==> config.mk <==
export PLATFORM = sky130hd
export DESIGN_NAME = simplecpu_datapath_flat
export DESIGN_NICKNAME = d
export VERILOG_FILES = /design/src/rtl/simplecpu_pkg.sv /design/src/rtl/simplecpu_datapath_if.sv /design/src/rtl/simplecpu_datapath_register_file.sv /design/src/rtl/simplecpu_datapath.sv /design/src/flat_wrapper.sv
export SDC_FILE = /design/constraint.sdc
export NUM_CORES = 2
export LEC_CHECK = 0
export CAP_MARGIN = 10
export CORE_ASPECT_RATIO = 0.5
export CORE_MARGIN = 8
export CORE_UTILIZATION = 40
export CTS_BUF_LIST = sky130_fd_sc_hd__clkbuf_4
export CTS_CLUSTER_DIAMETER = 200
export DETAILED_ROUTE_END_ITERATION = 6
export GPL_ROUTABILITY_DRIVEN = 0
export PLACE_DENSITY = 0.54
export SYNTH_ARGS = -nofsm -noshare
export SYNTH_HDL_FRONTEND = slang
export SYNTH_SLANG_ARGS = --single-unit
==> constraint.sdc <==
create_clock -name clk -period 31.9 [get_ports clk]
set_clock_uncertainty 0.15 [all_clocks]
set_input_delay 4.785 -clock clk [delete_from_list [all_inputs] [get_ports clk]]
set_output_delay 4.785 -clock clk [all_outputs]
set_load 0.01 [all_outputs]
==> src/rtl/simplecpu_pkg.sv <==
// Shared SimpleCPU definitions: datapath widths, ALU op encoding and
// write-source select values used by both control unit and datapath.
package simplecpu_pkg;

    localparam int DATA_W    = 16;
    localparam int RF_ADDR_W = 4;
    localparam int DM_ADDR_W = 8;

    typedef enum logic {
        ALU_PASS = 1'b0,
        ALU_ADD  = 1'b1
    } alu_op_t;

    localparam logic RF_SRC_ALU = 1'b0;
    localparam logic RF_SRC_MEM = 1'b1;

endpackage

==> src/rtl/simplecpu_datapath_if.sv <==
// Control-unit to datapath strobe bundle, plus the preload port and debug taps.
interface simplecpu_datapath_if
    import simplecpu_pkg::*;
();
    logic [DM_ADDR_W-1:0] D_addr;
    logic                 D_rd;
    logic                 D_wr;
    logic                 RF_s;
    logic [RF_ADDR_W-1:0] RF_W_addr;
    logic                 RF_W_wr;
    logic [RF_ADDR_W-1:0] RF_Rp_addr;
    logic                 RF_Rp_rd;
    logic [RF_ADDR_W-1:0] RF_Rq_addr;
    logic                 RF_Rq_rd;
    logic                 alu_s0;
    logic                 init_we;
    logic [DM_ADDR_W-1:0] init_addr;
    logic [DATA_W-1:0]    init_data;
    logic [DATA_W-1:0]    rp_data;
    logic [DATA_W-1:0]    rq_data;
    logic [DATA_W-1:0]    alu_out;
    logic                 flag_z;
    logic                 flag_c;

    modport master (
        output D_addr, D_rd, D_wr, RF_s, RF_W_addr, RF_W_wr,
               RF_Rp_addr, RF_Rp_rd, RF_Rq_addr, RF_Rq_rd, alu_s0,
               init_we, init_addr, init_data,
        input  rp_data, rq_data, alu_out, flag_z, flag_c
    );

    modport slave (
        input  D_addr, D_rd, D_wr, RF_s, RF_W_addr, RF_W_wr,
               RF_Rp_addr, RF_Rp_rd, RF_Rq_addr, RF_Rq_rd, alu_s0,
               init_we, init_addr, init_data,
        output rp_data, rq_data, alu_out, flag_z, flag_c
    );

endinterface

==> src/rtl/simplecpu_datapath_register_file.sv <==
// Two-read / one-write register file; gated combinational reads, no write bypass.
module register_file #(
    parameter int DATA_W = 16,
    parameter int DEPTH  = 16,
    parameter int AW     = $clog2(DEPTH)
) (
    input  logic              clk,
    input  logic              rst,
    input  logic [AW-1:0]     w_addr,
    input  logic              w_en,
    input  logic [DATA_W-1:0] w_data,
    input  logic [AW-1:0]     rp_addr,
    input  logic              rp_en,
    output logic [DATA_W-1:0] rp_data,
    input  logic [AW-1:0]     rq_addr,
    input  logic              rq_en,
    output logic [DATA_W-1:0] rq_data
);

    logic [DATA_W-1:0] regs [DEPTH];

    always_ff @(posedge clk or posedge rst) begin
        if (rst) begin
            for (int i = 0; i < DEPTH; i++) regs[i] <= '0;
        end else if (w_en) begin
            regs[w_addr] <= w_data;
        end
    end

    // Disabled ports read as zero so an idle port never feeds stale data downstream.
    assign rp_data = rp_en ? regs[rp_addr] : '0;
    assign rq_data = rq_en ? regs[rq_addr] : '0;

endmodule

==> src/rtl/simplecpu_datapath.sv <==
// SimpleCPU execution datapath: register file, ALU, write-source mux,
// data memory and registered zero/carry flags.
module simplecpu_datapath
    import simplecpu_pkg::*;
#(
    parameter int DATA_W   = 16,
    parameter int RF_DEPTH = 16,
    parameter int DM_DEPTH = 256
) (
    input logic                clk,
    input logic                rst,
    simplecpu_datapath_if.slave bus
);

    logic [DATA_W-1:0] rp_data, rq_data, alu_res, dm_rdata, wdata;
    logic              carry;
    logic              flag_z, flag_c;
    alu_op_t           alu_op;

    register_file #(.DATA_W(DATA_W), .DEPTH(RF_DEPTH)) u_rf (
        .clk     (clk),
        .rst     (rst),
        .w_addr  (bus.RF_W_addr),
        .w_en    (bus.RF_W_wr),
        .w_data  (wdata),
        .rp_addr (bus.RF_Rp_addr),
        .rp_en   (bus.RF_Rp_rd),
        .rp_data (rp_data),
        .rq_addr (bus.RF_Rq_addr),
        .rq_en   (bus.RF_Rq_rd),
        .rq_data (rq_data)
    );

    assign alu_op = alu_op_t'(bus.alu_s0);

    always_comb begin
        carry   = 1'b0;
        alu_res = rp_data;
        case (alu_op)
            ALU_ADD:  {carry, alu_res} = {1'b0, rp_data} + {1'b0, rq_data};
            default:  ;
        endcase
    end

    // Data memory is deliberately not reset so a preload survives rst.
    logic [DATA_W-1:0] dm [DM_DEPTH];

    assign dm_rdata = bus.D_rd ? dm[bus.D_addr] : '0;

    // Single write port: preload has priority and a colliding store is dropped.
    always_ff @(posedge clk) begin
        if (bus.init_we)
            dm[bus.init_addr] <= bus.init_data;
        else if (bus.D_wr && !rst)
            dm[bus.D_addr] <= rp_data;
    end

    assign wdata = (bus.RF_s == RF_SRC_MEM) ? dm_rdata : alu_res;

    always_ff @(posedge clk or posedge rst) begin
        if (rst) begin
            flag_z <= 1'b0;
            flag_c <= 1'b0;
        end else if (bus.RF_W_wr && bus.RF_s == RF_SRC_ALU) begin
            flag_z <= (alu_res == '0);
            flag_c <= carry;
        end
    end

    assign bus.rp_data = rp_data;
    assign bus.rq_data = rq_data;
    assign bus.alu_out = alu_res;
    assign bus.flag_z  = flag_z;
    assign bus.flag_c  = flag_c;

endmodule
==> src/flat_wrapper.sv <==
// flat-port wrapper written by rule: the top's interface ports become plain ports
module simplecpu_datapath_flat import simplecpu_pkg::*;
#(
    parameter int DATA_W   = 16,
    parameter int RF_DEPTH = 16,
    parameter int DM_DEPTH = 256
)
  (clk, rst, bus_D_addr, bus_D_rd, bus_D_wr, bus_RF_s, bus_RF_W_addr, bus_RF_W_wr, bus_RF_Rp_addr, bus_RF_Rp_rd, bus_RF_Rq_addr, bus_RF_Rq_rd, bus_alu_s0, bus_init_we, bus_init_addr, bus_init_data, bus_rp_data, bus_rq_data, bus_alu_out, bus_flag_z, bus_flag_c);
  simplecpu_datapath_if bus_i ();
  input logic clk;
  input logic rst;
  input wire logic [$bits(bus_i.D_addr)-1:0] bus_D_addr;
  input wire logic [$bits(bus_i.D_rd)-1:0] bus_D_rd;
  input wire logic [$bits(bus_i.D_wr)-1:0] bus_D_wr;
  input wire logic [$bits(bus_i.RF_s)-1:0] bus_RF_s;
  input wire logic [$bits(bus_i.RF_W_addr)-1:0] bus_RF_W_addr;
  input wire logic [$bits(bus_i.RF_W_wr)-1:0] bus_RF_W_wr;
  input wire logic [$bits(bus_i.RF_Rp_addr)-1:0] bus_RF_Rp_addr;
  input wire logic [$bits(bus_i.RF_Rp_rd)-1:0] bus_RF_Rp_rd;
  input wire logic [$bits(bus_i.RF_Rq_addr)-1:0] bus_RF_Rq_addr;
  input wire logic [$bits(bus_i.RF_Rq_rd)-1:0] bus_RF_Rq_rd;
  input wire logic [$bits(bus_i.alu_s0)-1:0] bus_alu_s0;
  input wire logic [$bits(bus_i.init_we)-1:0] bus_init_we;
  input wire logic [$bits(bus_i.init_addr)-1:0] bus_init_addr;
  input wire logic [$bits(bus_i.init_data)-1:0] bus_init_data;
  output wire logic [$bits(bus_i.rp_data)-1:0] bus_rp_data;
  output wire logic [$bits(bus_i.rq_data)-1:0] bus_rq_data;
  output wire logic [$bits(bus_i.alu_out)-1:0] bus_alu_out;
  output wire logic [$bits(bus_i.flag_z)-1:0] bus_flag_z;
  output wire logic [$bits(bus_i.flag_c)-1:0] bus_flag_c;
  assign bus_i.D_addr = bus_D_addr;
  assign bus_i.D_rd = bus_D_rd;
  assign bus_i.D_wr = bus_D_wr;
  assign bus_i.RF_s = bus_RF_s;
  assign bus_i.RF_W_addr = bus_RF_W_addr;
  assign bus_i.RF_W_wr = bus_RF_W_wr;
  assign bus_i.RF_Rp_addr = bus_RF_Rp_addr;
  assign bus_i.RF_Rp_rd = bus_RF_Rp_rd;
  assign bus_i.RF_Rq_addr = bus_RF_Rq_addr;
  assign bus_i.RF_Rq_rd = bus_RF_Rq_rd;
  assign bus_i.alu_s0 = bus_alu_s0;
  assign bus_i.init_we = bus_init_we;
  assign bus_i.init_addr = bus_init_addr;
  assign bus_i.init_data = bus_init_data;
  assign bus_rp_data = bus_i.rp_data;
  assign bus_rq_data = bus_i.rq_data;
  assign bus_alu_out = bus_i.alu_out;
  assign bus_flag_z = bus_i.flag_z;
  assign bus_flag_c = bus_i.flag_c;
  simplecpu_datapath #(.DATA_W(DATA_W), .RF_DEPTH(RF_DEPTH), .DM_DEPTH(DM_DEPTH)) u_core (.clk(clk), .rst(rst), .bus(bus_i));
endmodule
==> out/qor.csv <==
stage;metric;value;unit
cells_and_area;multiInputGateArea;0.0417;mm²
grt;overflow;0;
detailed_routing;drtAntennaViolNets;0;
floorplanning;die_x;947;µm
clock_tree;cts_buffers;924;
sta;finalHoldViolCount;0;
clock_tree;cts_max_path_buffers;4;
yosys;synth_area;0.173;mm²
setup_path;required;26970;ps
power_and_ir_drop;p_sw;2.97;mW
yosys;synth_warnings;0;
grt;antenna_found_initial;55;
cells_and_area;drive_gt1_share;37.1;%
setup_path;crit_type;input pin to primary output;
detailed_routing;initialDrtViolationCount;14300;
power_and_ir_drop;netSwitchingFraction;25.2;%
floorplanning;rows;171;
sta;slew_headroom;1.30;%
yosys;ys_ff_latch;4354;
grt;grt_util_all_layers;23.5;%
sta;rsz0062_at_grt;false;
setup_path;rrSetupSlack;26650;ps
yosys;synth_ff_type;edfxtp_1;
floorplanning;dieArea;0.456;mm²
detailed_routing;postRouteWirelength;548;mm
flow_run;drv_cap;0;
cells_and_area;final_nets;9146;
outcome;status;complete, no violations;
setup_path;crit_fanout;56;
grt;grt_max_degree;189;
floorplanning;core;0.433;mm²
yosys;synth_edf_count;4096;
cells_and_area;fillers;36800;
sta;timing.setup.tns;0;ps
grt;grt_pass1_vias;90600;
grt;grt_pass1_wl;749;mm
hold_path;hold_class;register to register;
yosys;avgSynthCellArea;21.4;µm²
setup_path;arrival;10200;ps
floorplanning;initial_core_util;40.0;%
cells_and_area;final_cell_count_no_fill;15600;
clock_tree;clk-insertion-delay-late;1590;ps
floorplanning;die_y;481;µm
power_and_ir_drop;powerDensity;60.4;mW/mm²
sta;period_share;47.4;%
yosys;synth.top_cell.area_share;71.0;%
clock_tree;post_cts_resized;0;
cells_and_area;seqCellArea;0.129;mm²
power_and_ir_drop;ir_worst_vdd;32.6;µV
detailed_routing;detail_route.wl_per_cell;35.1;µm
power_and_ir_drop;pwr-share-comb;8.3;%
yosys;ys_types;90;
yosys;synth_area_leaders;edfxtp_1 71%, mux4_2 16%, dfrtp_1 3.7%;
detailed_routing;via_per_inst;6.02;
clock_tree;clockRootBuffer;clkbuf_4;
yosys;synthArstFlopShare;5.93;%
clock_tree;tritoncts;done;
detailed_routing;drc;0;
detailed_routing;drt_pass1_iterations;5;
clock_tree;clk_pin_slew;90;ps
sta;slew_viol_final;0;
power_and_ir_drop;p_int;8.81;mW
floorplanning;pin_count;104;
sta;period_minus_slack;15130;ps
sta;setup_viol;0;
sta;fmax;66.1;MHz
yosys;syn_nets;8163;
setup_path;timing.critical_path.from_type;input pin;
clock_tree;postCtsSetupBuffers;0;
placement;portBuffers;103;
detailed_routing;via_count;93900;
yosys;seq_area_frac_synth;74.7;%
power_and_ir_drop;power_leakage;62.3;nW
clock_tree;cts_max_level;6;
placement;hpwl;341;mm
setup_path;critPathCaptureType;primary output;
cells_and_area;area_delta_synth_final;12.6;%
power_and_ir_drop;power_frac_seq;55.1;%
clock_tree;clkSinkCount;4354;
sta;worstMarginPinSlew;1480;ps
clock_tree;holdBufCountCts;0;
yosys;synth.largest_area_cell;edfxtp_1;
power_and_ir_drop;clock_power_share;36.6;%
yosys;netlist_instances;8092;
placement;placed_cells;13900;
==> metal layers <==
layer / track usage [%] / part of all wire, % / vias up
met3: 8.90 / 14 / 765
met4: 5.42 / 2.0 / 16
met2: 29.5 / 39 / 6101
met5: 0.504 / 0.070 / -
met1: 37.6 / 46 / 50500
li1: - / - / 36500
==> stage by stage <==
step / power (mW) / util (%) / cell area, µm² / hold slack, ps / setup WS, ps
final: 11.8 / 45.1 / 195000 / 335 / 16770
after global routing: 12.2 / 45.1 / 195000 / 362 / 16470
after CTS: 11.8 / 45.0 / 195000 / 336 / 16860
after detailed placement: 7.57 / 42.3 / 183000 / 317 / 16880
after global placement: 7.55 / 42.3 / 183000 / 321 / 16990
after floorplan: 7.17 / - / 173000 / 311 / 7890
==> flip-flops by register name (all words and copies together), names as in the netlist <==
register and cells:
u_core.u_rf.regs 256, u_core.bus.flag_z 1, u_core.bus.flag_c 1, u_core.dm 4096
==> cell usage after synthesis, types with 25 or more instances <==
| library cell | n |
|---|---|
| clkbuf_1 | 155 |
| nor2_1 | 381 |
| buf_6 | 54 |
| dfrtp_1 | 258 |
| mux2i_1 | 298 |
| buf_2 | 132 |
| o22ai_1 | 106 |
| a211oi_1 | 46 |
| a21oi_1 | 107 |
| buf_4 | 73 |
| nor2b_1 | 46 |
| mux2_2 | 166 |
| a22oi_1 | 46 |
| nand3_1 | 25 |
| edfxtp_1 | 4096 |
| nor3_1 | 44 |
| and2_1 | 28 |
| mux4_2 | 1203 |
| o21ai_0 | 111 |
| nand2_1 | 252 |
| buf_1 | 45 |
==> logic make-up after synthesis <==
family                     count (synthesis)  synth area share (%)
adders and majority gates                 17                 0.127
DFF                                     4354                  74.7
buffers and inverters                    511                  1.79
muxes                                   1675                  18.6
and+or+nand+nor                          902                  2.34
xor gates and xnor gates                   3                0.0152
AOI/OAI and AO/OA                        630                  2.44
==> worst max-delay path, cell delays in order <==
cell and delay [ps]:
buf_4 180, buf_4 830, mux4_2 630, mux4_2 580, and2_1 240, ha_1 400, nand2_1 100, o21a_1 240
o21ai_0 480, o21ai_0 230, and3_1 240, nor4_1 520, inv_1 80, clkdlybuf4s50_1 500
==> final cells by class <==
type / count / area share (%)
inverter: 23 / 0.0532
sequential: 4354 / 66.4
timing repair buffer: 545 / 2.38
clock buffer: 1403 / 5.40
clock inverter: 219 / 0.627
antenna: 43 / 0.0552
tap: 5795 / 3.72
multi-input combinational: 3227 / 21.4
==> power groups by stage <==
stage / combinational, mW / sequential, mW / clock (mW)
4_1_cts: 0.968 / 6.47 / 4.39
3_3_place_gp: 0.946 / 6.60 / 0
2_1_floorplan: 0.590 / 6.58 / 0
3_5_place_dp: 0.966 / 6.60 / 0
5_1_grt: 1.03 / 6.49 / 4.65
6_report: 0.980 / 6.49 / 4.31
==> layout by cell type, fill, tap and decap left out, types with 13 or more instances in the layout <==
master,netlist,final
edfxtp_1,4096,4096
clkbuf_4,4,1403
mux4_2,1203,1203
buf_4,73,418
mux2i_1,298,297
dfrtp_1,258,258
nand2_1,252,229
nor2_2,0,225
mux2_2,166,161
clkinv_1,0,160
nor2_1,381,155
a21oi_1,107,107
o22ai_1,106,106
o21ai_0,111,98
clkdlybuf4s50_1,0,90
a22oi_1,46,46
nor2b_1,46,45
a211oi_1,46,44
diode_2,0,43
nor3_1,44,40
and2_1,28,27
nand3_1,25,24
nand2b_1,23,21
o211ai_1,21,21
inv_1,22,20
o21ai_1,18,20
a31oi_1,19,19
buf_12,11,19
a21oi_2,18,18
clkinv_2,0,17
a22o_1,16,16
ha_1,16,16
nor4_1,20,14
inv_2,1,13
==> path summary, 6_finish.rpt <==
check,cells after the start,from,end
worst min register to register,2,u_core.bus.flag_c,u_core.bus.flag_c
worst min-delay path,2,u_core.bus.flag_c,u_core.bus.flag_c
worst max register to register,14,u_core.u_rf.regs[144],u_core.u_rf.regs[174]
max in group asynchronous,4,rst,u_core.u_rf.regs[141]
worst max-delay path,14,bus_RF_Rq_addr[0],bus_alu_out[15]
min in group asynchronous,2,rst,u_core.u_rf.regs[50]
Note: power is estimated with default switching activity, not from simulation.
